==> src/rtl/rf_wb_arbiter_pkg.sv <==
// Shared types and constants for the register-file write-port arbiter.
package rf_wb_arbiter_pkg;
  typedef enum logic [1:0] {
    ST_IDLE  = 2'd0,
    ST_WAIT  = 2'd1,
    ST_FORCE = 2'd2
  } arb_state_t;

  localparam logic [4:0] REG_ZERO = 5'd0;
  localparam int STARVE_LIMIT_DEF = 4;
  localparam int CNT_W_DEF = 4;
endpackage

==> src/rtl/rf_wb_arbiter_if.sv <==
// Writeback, auxiliary, issue-scoreboard and register-file port bundle.
interface rf_wb_arbiter_if;
  import rf_wb_arbiter_pkg::*;

  // Handshakes: wb_wr/wb_ack and aux_valid/aux_ready; a transfer happens in the
  // cycle where both are high. aux_valid must hold with stable addr/data until
  // aux_ready; wb_ack low means the pipeline holds its writeback.
  logic        wb_wr;
  logic [4:0]  wb_addr;
  logic [31:0] wb_data;
  logic        wb_ack;
  logic        aux_valid;
  logic [4:0]  aux_addr;
  logic [31:0] aux_data;
  logic        aux_ready;
  logic        iss_valid;
  logic [4:0]  iss_addr;
  logic [4:0]  rs_addr;
  logic [4:0]  rt_addr;
  logic        rs_busy;
  logic        rt_busy;
  logic        iss_busy;
  logic        rf_wr;
  logic [4:0]  rf_addr;
  logic [31:0] rf_data;
  logic        stall_pipe;
  arb_state_t  state;

  modport slave (
    input  wb_wr, wb_addr, wb_data, aux_valid, aux_addr, aux_data,
    input  iss_valid, iss_addr, rs_addr, rt_addr,
    output wb_ack, aux_ready, rs_busy, rt_busy, iss_busy,
    output rf_wr, rf_addr, rf_data, stall_pipe, state
  );

  modport master (
    output wb_wr, wb_addr, wb_data, aux_valid, aux_addr, aux_data,
    output iss_valid, iss_addr, rs_addr, rt_addr,
    input  wb_ack, aux_ready, rs_busy, rt_busy, iss_busy,
    input  rf_wr, rf_addr, rf_data, stall_pipe, state
  );
endinterface

==> src/rtl/rf_wb_arbiter_scoreboard.sv <==
// Pending-aux-write scoreboard: one bit per architectural register r1..r31.
module rf_scoreboard
  import rf_wb_arbiter_pkg::*;
(
  input  logic       clk,
  input  logic       reset,
  input  logic       set_en,
  input  logic [4:0] set_addr,
  input  logic       clr_en,
  input  logic [4:0] clr_addr,
  input  logic [4:0] rs_addr,
  input  logic [4:0] rt_addr,
  input  logic [4:0] iss_addr,
  output logic       rs_busy,
  output logic       rt_busy,
  output logic       iss_busy
);
  // Bit 0 is never written, so lookups of r0 read back 0 without a special case.
  logic [31:0] pend;
  logic [31:0] pend_n;

  always_comb begin
    pend_n = pend;
    if (clr_en && clr_addr != REG_ZERO) pend_n[clr_addr] = 1'b0;
    // A new dispatch to the same register outranks the retiring result.
    if (set_en && set_addr != REG_ZERO) pend_n[set_addr] = 1'b1;
  end

  always_ff @(posedge clk or negedge reset) begin
    if (!reset) pend <= '0;
    else        pend <= pend_n;
  end

  assign rs_busy  = pend[rs_addr];
  assign rt_busy  = pend[rt_addr];
  assign iss_busy = pend[iss_addr];
endmodule

==> src/rtl/rf_wb_arbiter.sv <==
// Register-file write-port arbiter: writeback has priority, aux is starvation-protected.
module rf_wb_arbiter
  import rf_wb_arbiter_pkg::*;
#(
  parameter int STARVE_LIMIT = STARVE_LIMIT_DEF,
  parameter int CNT_W        = CNT_W_DEF
) (
  input logic clk,
  input logic reset,
  rf_wb_arbiter_if.slave bus
);
  localparam logic [CNT_W-1:0] LIMIT = CNT_W'(STARVE_LIMIT);

  arb_state_t       state;
  logic [CNT_W-1:0] cnt;
  logic [CNT_W-1:0] cnt_inc;
  logic             wb_grant;
  logic             aux_grant;

  assign cnt_inc = cnt + CNT_W'(1);

  always_comb begin
    wb_grant  = 1'b0;
    aux_grant = 1'b0;
    if (state == ST_FORCE) begin
      aux_grant = bus.aux_valid;
    end else if (bus.wb_wr) begin
      wb_grant = 1'b1;
    end else begin
      aux_grant = bus.aux_valid;
    end
    // Nothing is acknowledged or written while reset is held.
    if (!reset) begin
      wb_grant  = 1'b0;
      aux_grant = 1'b0;
    end
  end

  always_ff @(posedge clk or negedge reset) begin
    if (!reset) begin
      state <= ST_IDLE;
      cnt   <= '0;
    end else begin
      case (state)
        ST_IDLE: begin
          if (bus.wb_wr && bus.aux_valid) begin
            state <= ST_WAIT;
            cnt   <= CNT_W'(1);
          end
        end
        ST_WAIT: begin
          if (!bus.wb_wr || !bus.aux_valid) begin
            state <= ST_IDLE;
            cnt   <= '0;
          end else begin
            cnt <= cnt_inc;
            if (cnt_inc >= LIMIT) state <= ST_FORCE;
          end
        end
        default: begin
          state <= ST_IDLE;
          cnt   <= '0;
        end
      endcase
    end
  end

  assign bus.wb_ack     = wb_grant;
  assign bus.aux_ready  = aux_grant;
  assign bus.stall_pipe = (state == ST_FORCE);
  assign bus.state      = state;
  assign bus.rf_wr      = (wb_grant && bus.wb_addr != REG_ZERO) ||
                          (aux_grant && bus.aux_addr != REG_ZERO);
  assign bus.rf_addr    = aux_grant ? bus.aux_addr : bus.wb_addr;
  assign bus.rf_data    = aux_grant ? bus.aux_data : bus.wb_data;

  rf_scoreboard u_sb (
    .clk      (clk),
    .reset    (reset),
    .set_en   (bus.iss_valid),
    .set_addr (bus.iss_addr),
    .clr_en   (aux_grant),
    .clr_addr (bus.aux_addr),
    .rs_addr  (bus.rs_addr),
    .rt_addr  (bus.rt_addr),
    .iss_addr (bus.iss_addr),
    .rs_busy  (bus.rs_busy),
    .rt_busy  (bus.rt_busy),
    .iss_busy (bus.iss_busy)
  );
endmodule

==> src/flat_wrapper.sv <==
// flat-port wrapper written by rule: the top's interface ports become plain ports
module rf_wb_arbiter_flat import rf_wb_arbiter_pkg::*;
#(
  parameter int STARVE_LIMIT = STARVE_LIMIT_DEF,
  parameter int CNT_W        = CNT_W_DEF
)
  (clk, reset, bus_wb_wr, bus_wb_addr, bus_wb_data, bus_aux_valid, bus_aux_addr, bus_aux_data, bus_iss_valid, bus_iss_addr, bus_rs_addr, bus_rt_addr, bus_wb_ack, bus_aux_ready, bus_rs_busy, bus_rt_busy, bus_iss_busy, bus_rf_wr, bus_rf_addr, bus_rf_data, bus_stall_pipe, bus_state);
  rf_wb_arbiter_if bus_i ();
  input logic clk;
  input logic reset;
  input wire logic [$bits(bus_i.wb_wr)-1:0] bus_wb_wr;
  input wire logic [$bits(bus_i.wb_addr)-1:0] bus_wb_addr;
  input wire logic [$bits(bus_i.wb_data)-1:0] bus_wb_data;
  input wire logic [$bits(bus_i.aux_valid)-1:0] bus_aux_valid;
  input wire logic [$bits(bus_i.aux_addr)-1:0] bus_aux_addr;
  input wire logic [$bits(bus_i.aux_data)-1:0] bus_aux_data;
  input wire logic [$bits(bus_i.iss_valid)-1:0] bus_iss_valid;
  input wire logic [$bits(bus_i.iss_addr)-1:0] bus_iss_addr;
  input wire logic [$bits(bus_i.rs_addr)-1:0] bus_rs_addr;
  input wire logic [$bits(bus_i.rt_addr)-1:0] bus_rt_addr;
  output wire logic [$bits(bus_i.wb_ack)-1:0] bus_wb_ack;
  output wire logic [$bits(bus_i.aux_ready)-1:0] bus_aux_ready;
  output wire logic [$bits(bus_i.rs_busy)-1:0] bus_rs_busy;
  output wire logic [$bits(bus_i.rt_busy)-1:0] bus_rt_busy;
  output wire logic [$bits(bus_i.iss_busy)-1:0] bus_iss_busy;
  output wire logic [$bits(bus_i.rf_wr)-1:0] bus_rf_wr;
  output wire logic [$bits(bus_i.rf_addr)-1:0] bus_rf_addr;
  output wire logic [$bits(bus_i.rf_data)-1:0] bus_rf_data;
  output wire logic [$bits(bus_i.stall_pipe)-1:0] bus_stall_pipe;
  output wire logic [$bits(bus_i.state)-1:0] bus_state;
  assign bus_i.wb_wr = bus_wb_wr;
  assign bus_i.wb_addr = bus_wb_addr;
  assign bus_i.wb_data = bus_wb_data;
  assign bus_i.aux_valid = bus_aux_valid;
  assign bus_i.aux_addr = bus_aux_addr;
  assign bus_i.aux_data = bus_aux_data;
  assign bus_i.iss_valid = bus_iss_valid;
  assign bus_i.iss_addr = bus_iss_addr;
  assign bus_i.rs_addr = bus_rs_addr;
  assign bus_i.rt_addr = bus_rt_addr;
  assign bus_wb_ack = bus_i.wb_ack;
  assign bus_aux_ready = bus_i.aux_ready;
  assign bus_rs_busy = bus_i.rs_busy;
  assign bus_rt_busy = bus_i.rt_busy;
  assign bus_iss_busy = bus_i.iss_busy;
  assign bus_rf_wr = bus_i.rf_wr;
  assign bus_rf_addr = bus_i.rf_addr;
  assign bus_rf_data = bus_i.rf_data;
  assign bus_stall_pipe = bus_i.stall_pipe;
  assign bus_state = bus_i.state;
  rf_wb_arbiter #(.STARVE_LIMIT(STARVE_LIMIT), .CNT_W(CNT_W)) u_core (.clk(clk), .reset(reset), .bus(bus_i));
endmodule
==> config.mk <==
export PLATFORM = sky130hd
export DESIGN_NAME = rf_wb_arbiter_flat
export DESIGN_NICKNAME = d
export VERILOG_FILES = /design/src/rtl/rf_wb_arbiter_pkg.sv /design/src/rtl/rf_wb_arbiter_if.sv /design/src/rtl/rf_wb_arbiter_scoreboard.sv /design/src/rtl/rf_wb_arbiter.sv /design/src/flat_wrapper.sv
export SDC_FILE = /design/constraint.sdc
export NUM_CORES = 1
export LEC_CHECK = 0
export CAP_MARGIN = 20
export CORE_MARGIN = 4
export CORE_UTILIZATION = 42
export CTS_BUF_LIST = sky130_fd_sc_hd__clkbuf_4 sky130_fd_sc_hd__clkbuf_8 sky130_fd_sc_hd__clkbuf_16
export CTS_CLUSTER_DIAMETER = 80
export CTS_CLUSTER_SIZE = 25
export DETAILED_ROUTE_END_ITERATION = 10
export PLACE_DENSITY = 0.81
export SKIP_CTS_REPAIR_TIMING = 1
export SYNTH_ARGS = -nofsm -noshare
export SYNTH_HDL_FRONTEND = slang
export SYNTH_SLANG_ARGS = --single-unit
==> constraint.sdc <==
create_clock -name clk -period 2.1 [get_ports clk]
set_input_delay 0.21 -clock clk [delete_from_list [all_inputs] [get_ports clk]]
set_output_delay 0.21 -clock clk [all_outputs]
set_load 0.01 [all_outputs]
=== Word level (Yosys, flattened, before mapping) ===
Index checks and enable logic that the tools add are counted.

* Register bits after elaboration: 38
* Output and inout port bits: 46
* Logic and storage cells: 60

* Add/sub/neg operators: 1
* Magnitude comparators: 7
* Eq/ne operators: 4
* Mux-type cells: 27
* Bitwise operators: 3
* Reduce and logical (&&, ||, !) cells: 15

{| class="wikitable"
|+ Operators by type and width
! kind !! count
|-
| 32-bit two-way mux || 3
|-
| 32-bit AND || 1
|-
| 32-bit inverter || 1
|-
| 32-bit bitwise OR || 1
|-
| 5-bit by 6-bit < comparator with 1-bit output, second input constant || 4
|-
| 1-bit binary-select mux with 5-bit select || 3
|-
| 5-bit nonzero test || 3
|-
| 1-bit two-way mux || 11
|-
| 1-bit demux with 5-bit select || 2
|-
| 5-bit by 1-bit >= comparator with 1-bit output, second input constant || 2
|-
| 4-bit two-way mux || 2
|-
| 4-bit one-hot mux with 2 select lines || 1
|-
| 1-bit logical AND || 6
|-
| 2-bit two-way mux || 3
|-
| 5-bit two-way mux || 1
|-
| 4-bit by 1-bit adder with 4-bit output, second input constant || 1
|-
| 4-bit by 3-bit >= comparator with 1-bit output, second input constant || 1
|-
| 2-bit one-hot mux with 2 select lines || 1
|-
| 3-bit by 1-bit != test with 1-bit output, second input constant || 1
|-
| 2-bit by 1-bit equality test with 1-bit output, second input constant || 1
|-
| 2-bit equality test, second input constant || 1
|-
| 1-bit logical NOT || 2
|-
| 2-bit logical NOT || 1
|-
| 1-bit logical OR || 2
|-
| 2 further kinds || 2
|}

=== Depth between registers and ports, before layout ===
* Word-level depth: 9
* Depth in mapped cells: 7
* Depth with buffers taken out: 5

=== By module ===
Synthesis repeated with hierarchy kept, for this count alone.

* Cell total of the unflattened synthesis: 336
* Area total of the unflattened synthesis: 3,199.3 um2

{| class="wikitable"
|+ By module, submodules not included
! module !! times used !! cells an instance !! area an instance (um2)
|-
| rf_scoreboard || 1 || 251 || 2,283.4
|-
| rf_wb_arbiter || 1 || 85 || 915.9
|}

=== Worst setup path before layout ===
Ideal clock, no wire load.

* Path type: register -> output
* Start point: register u_core.state[0], in the netlist u_core.bus.state[0]
* End point: output port bus_rf_addr[0]
* Data arrival time: 1.512 ns
* Required time: 1.890 ns
* Path slack: 0.378 ns
* Cell stages (with the launch flop): 5
* Buffers on the path: 1
* Path through: dfrtp_1 -> nand2b_1 -> a21oi_4 -> buf_4 -> mux2_2

* Cells in the longest elaborated chain, start to end: 4

{| class="wikitable"
|+ Ends and longest elaborated chain
! element !! line !! text
|-
| start: declaration || rf_wb_arbiter.sv:14 || <nowiki>arb_state_t state;</nowiki>
|-
| start signal: assignment || rf_wb_arbiter.sv:41 || <nowiki>state <= ST_IDLE;</nowiki>
|-
| start signal: assignment || rf_wb_arbiter.sv:47 || <nowiki>state <= ST_WAIT;</nowiki>
|-
| start signal: assignment || rf_wb_arbiter.sv:53 || <nowiki>state <= ST_IDLE;</nowiki>
|-
| 2-bit equality test || rf_wb_arbiter.sv:25 || <nowiki>if (state == ST_FORCE) begin</nowiki>
|-
| 1-bit two-way mux || rf_wb_arbiter.sv:25 ||
|-
| 1-bit two-way mux || rf_wb_arbiter.sv:33 || <nowiki>if (!reset) begin</nowiki>
|-
| 5-bit two-way mux || rf_wb_arbiter.sv:74 || <nowiki>assign bus.rf_addr = aux_grant ? bus.aux_addr : bus.wb_addr;</nowiki>
|-
| end: declaration || flat_wrapper.sv:27 || <nowiki>output wire logic [$bits(bus_i.rf_addr)-1:0] bus_rf_addr;</nowiki>
|}

No other way between the ends.

=== Worst setup path in the final report ===
* Start point: register u_core.state[0], in the netlist u_core.bus.state[0]
* End point: output port bus_aux_ready

* Cells in the longest elaborated chain, start to end: 3

{| class="wikitable"
|+ Ends and longest elaborated chain
! element !! line !! text
|-
| 2-bit equality test || rf_wb_arbiter.sv:25 ||
|-
| 1-bit two-way mux || rf_wb_arbiter.sv:25 ||
|-
| 1-bit two-way mux || rf_wb_arbiter.sv:33 ||
|-
| end: declaration || flat_wrapper.sv:22 || <nowiki>output wire logic [$bits(bus_i.aux_ready)-1:0] bus_aux_ready;</nowiki>
|}

No other way between the ends.

==> out/metrics.csv <==
stage;metric;value;unit
status;status;complete, no violations;
synthesis;netlist_instances;329;
critical_path;critical_path.startpoint_type;flop;
timing;setup_violations;0;
drt;dr.pass1.iters;7;
synthesis;synthDominantAreaCellType;dfrtp_1;
synthesis;synth.top_cells.by_area;dfrtp_1, mux2i_1, mux2_2, o21ai_0, nand3_1;
floorplan;start_util;44.15;%
floorplan;fp.dieW;93.21;um
synthesis;post_synth_instance_area;3049;um^2
critical_path;maximum_fanout_count_along_the_critical_path;9;
clocking;cts_root_buf;clkbuf_8;
floorplan;rows;30;
pwr;cellPowerDensity;526.3;nW/um^2
pwr;switching_share;34.93;%
pwr;power.combinational.fraction;39.1;%
synthesis;count_of_state_elements_after_synthesis;38;
global_route;grt_antenna_before_repair;0;
pwr;total_power;2.719;mW
pwr;part_of_the_total_power_dissipated_in_sequential_elements;41.4;%
placed_design;post_place_worst_slack;-0.3004;ns
synthesis;post-synth-top-area-fraction;31.19;%
finish;multi_input_area;2012;um^2
clocking;tritoncts.num_buffers;5;
global_route;gr-usage-all-layers;28.43;%
finish;flow.area_growth_from_synthesis;69.43;%
timing;rsz_0062_raised_after_global_routing;false;
timing;final_period_minus_worst_setup_slack;2.022;ns
clocking;clkSlewWorstSetupHoldPaths;0.07;ns
clocking;ctsLongestPathBuffers;2;
synthesis;dominantRegCellSynth;dfrtp_1;
global_route;first_global_vias;3725;
global_route;grt_max_degree;40;
critical_path;criticalPathCategory;flop to output port;
pwr;pwr-share-clk;19.5;%
critical_path;worst_path_max_stage_delay;0.55;ns
synthesis;synth-edff-count;0;
finish;register_area;953.4;um^2
timing;worst_slew_pin_slew;0.6013;ns
clocking;clock_tree_from_tritoncts;done;
global_route;grt.overflow.total;0;
timing;final.setup.worst_slack;0.07772;ns
synthesis;synth-seq-area-share;31.19;%
timing;finClkSkew;0.003121;ns
floorplan;pin_count;140;
floorplan;core_region;6907;um^2
finish;fillCellCount;504;
drt;routed_via_density;5.957;
synthesis;ys_warn_count;0;
timing;finalSetupTns;0;ns
global_route;globalRouteMet1Util;30.73;%
finish;layout.nets;604;
synthesis;synthTopCellsByCount;o21ai_0, mux2i_1, dfrtp_1, mux2_2;
critical_path;path_cells;nand2b_4, a21oi_4, buf_12, buf_6, clkdlybuf4s50_1;
global_route;gr-max-usage-layer;met2;
timing;max_slew_margin;59.40;%
drt;routed_wirelength;13170;um
timing;fin_hold_ws;0.1505;ns
pwr;internal_power;1.770;mW
hold_path;hp_class;input pin to async pin;
synthesis;yosysUniqueCellTypes;35;
global_route;use_met2;49.31;%
floorplan;floorplan.die.height;93.21;um
timing;final_min_period_over_clock_period;96.30;%
synthesis;async_flop_share;100.0;%
clocking;htree_levels;2;
placed_design;buffers_on_ports;139;
global_route;grt_use_met3;9.574;%
timing;maxSlewViolCount;0;
timing;count_of_final_hold_check_violations;0;
drt;remaining_drc_errors;0;
finish;antenna_cells;0;
pwr;power.switching;0.9497;mW
synthesis;synthesis.nets;424;
synthesis;synthMostInstantiatedCell;o21ai_0;
placed_design;placed_area;4778;um^2
critical_path;r2r_cells;8;
drt;drt-wirelength-per-cell;21.74;um
critical_path;crit_arrival;1.81;ns
pwr;static-leakage-power;2.473;nW
critical_path;cpMaxStageDelayCell;clkdlybuf4s50_1;
finish;post_route_cells_drive_above_1_share;21.37;%
drt;vias;3610;
flow_run;number_of_max_cap_violations;0;
clocking;clock_latency_reported_for_the_late_side_of_the_worst_skew_pair;0.29;ns
global_route;grt_pass1_wl;19080;um
floorplan;design.die.area;8687;um^2
critical_path;crit_required;1.89;ns
pwr;max-vdd-ir-drop;0.3643;mV
clocking;clkSinkCount;38;
synthesis;synth.avg_cell_area;9.268;um^2
placed_design;place.detailed.hpwl;10120;um
timing;maxClockFrequency;494.5;MHz
drt;detail_route.iter0.violations;348;
placed_design;replace_congestion;1.035;
critical_path;timing.critical_path.to_type;output port;
drt;drt.antenna.violating_nets;0;
finish;final_cell_area;5166;um^2
[placed cells by master (no fill, tap or decap), drive strengths merged, types with 2 or more instances in the layout]
cell | netlist | final
a21oi | 10 | 10
a221oi | 2 | 2
a22o | 7 | 7
a22oi | 6 | 6
a311o | 2 | 2
a311oi | 2 | 2
and3 | 2 | 2
buf | 11 | 48
clkbuf | 5 | 10
clkdlybuf4s50 | 0 | 94
dfrtp | 38 | 38
dlymetal6s2s | 0 | 44
inv | 3 | 3
mux2 | 38 | 38
mux2i | 48 | 48
nand2 | 19 | 19
nand2b | 5 | 5
nand3 | 19 | 19
nand3b | 9 | 9
nand4 | 10 | 10
nor2 | 8 | 8
nor2b | 9 | 9
nor3 | 3 | 3
o21ai | 62 | 62
or3b | 2 | 2
xor2 | 2 | 2
[kinds of logic after synthesis]
| kind of cell | count (synthesis) | synth area share, % |
|---|---|---|
| AO/OA/AOI/OAI | 93 | 17.97 |
| buffers and inverters | 19 | 3.980 |
| flip-flops | 38 | 31.19 |
| multiplexers | 86 | 29.79 |
| XOR/XNOR | 3 | 0.8619 |
| AND/OR/NAND/NOR | 89 | 15.80 |
| adder cells (fa/ha/maj) | 1 | 0.4103 |
[power groups by stage]
stage | sequential, mW | clock, mW | combinational [mW]
CTS | 1.10 | 0.530 | 1.02
detailed placement | 1.12 | 0 | 1.02
floorplan | 1.00 | 0 | 0.514
global route | 1.13 | 0.559 | 1.16
finish | 1.13 | 0.530 | 1.06
global placement | 1.11 | 0 | 0.993
[cell type report]
class                      count  area share [%]
inverter                       3          0.2180
multi-input combinational    272           38.94
tap                           96           2.325
sequential                    38           18.45
timing repair buffer         189           38.22
clock inverter                 1         0.09688
clock buffer                   7           1.744
[flip-flops by register name, indices dropped and copies added, names as in the netlist]
name,count
u_core.u_sb.pend,32
u_core.bus.state,2
u_core.cnt,4
[per-layer routing]
metal	share of wire [%]	vias to the layer above
li1	-	1605
met4	4.4	0
met3	11	55
met2	51	269
met5	0	-
met1	33	1681
[worst paths after layout]
path	to	start	slack [ns]
max	bus_aux_ready	u_core.bus.state[0]	0.08
min	u_core.bus.state[0]	reset	0.15
max reg2reg	u_core.u_sb.pend[10]	u_core.bus.state[0]	0.23
min reg2reg	u_core.u_sb.pend[0]	u_core.u_sb.pend[0]	0.52
max in group asynchronous	u_core.u_sb.pend[3]	reset	1.59
min in group clk	u_core.u_sb.pend[0]	u_core.u_sb.pend[0]	0.52
[worst max-delay path: cells and delay by family, from the launching register on]
family                 cells  cell delay [ns]
DFF                        1             0.38
AOI/OAI and AO/OA          1             0.14
buffers and inverters      3             0.84
and+or+nand+nor            1             0.15
[stage by stage]
stage | util, % | cells
2_1_floorplan | - | 329
3_3_place_gp | 69.18 | 589
3_5_place_dp | 69.18 | 589
4_1_cts | 70.56 | 597
5_1_grt | 74.80 | 606
6_report | 74.80 | 606
No activity file was read; power rests on OpenSTA's default activity.
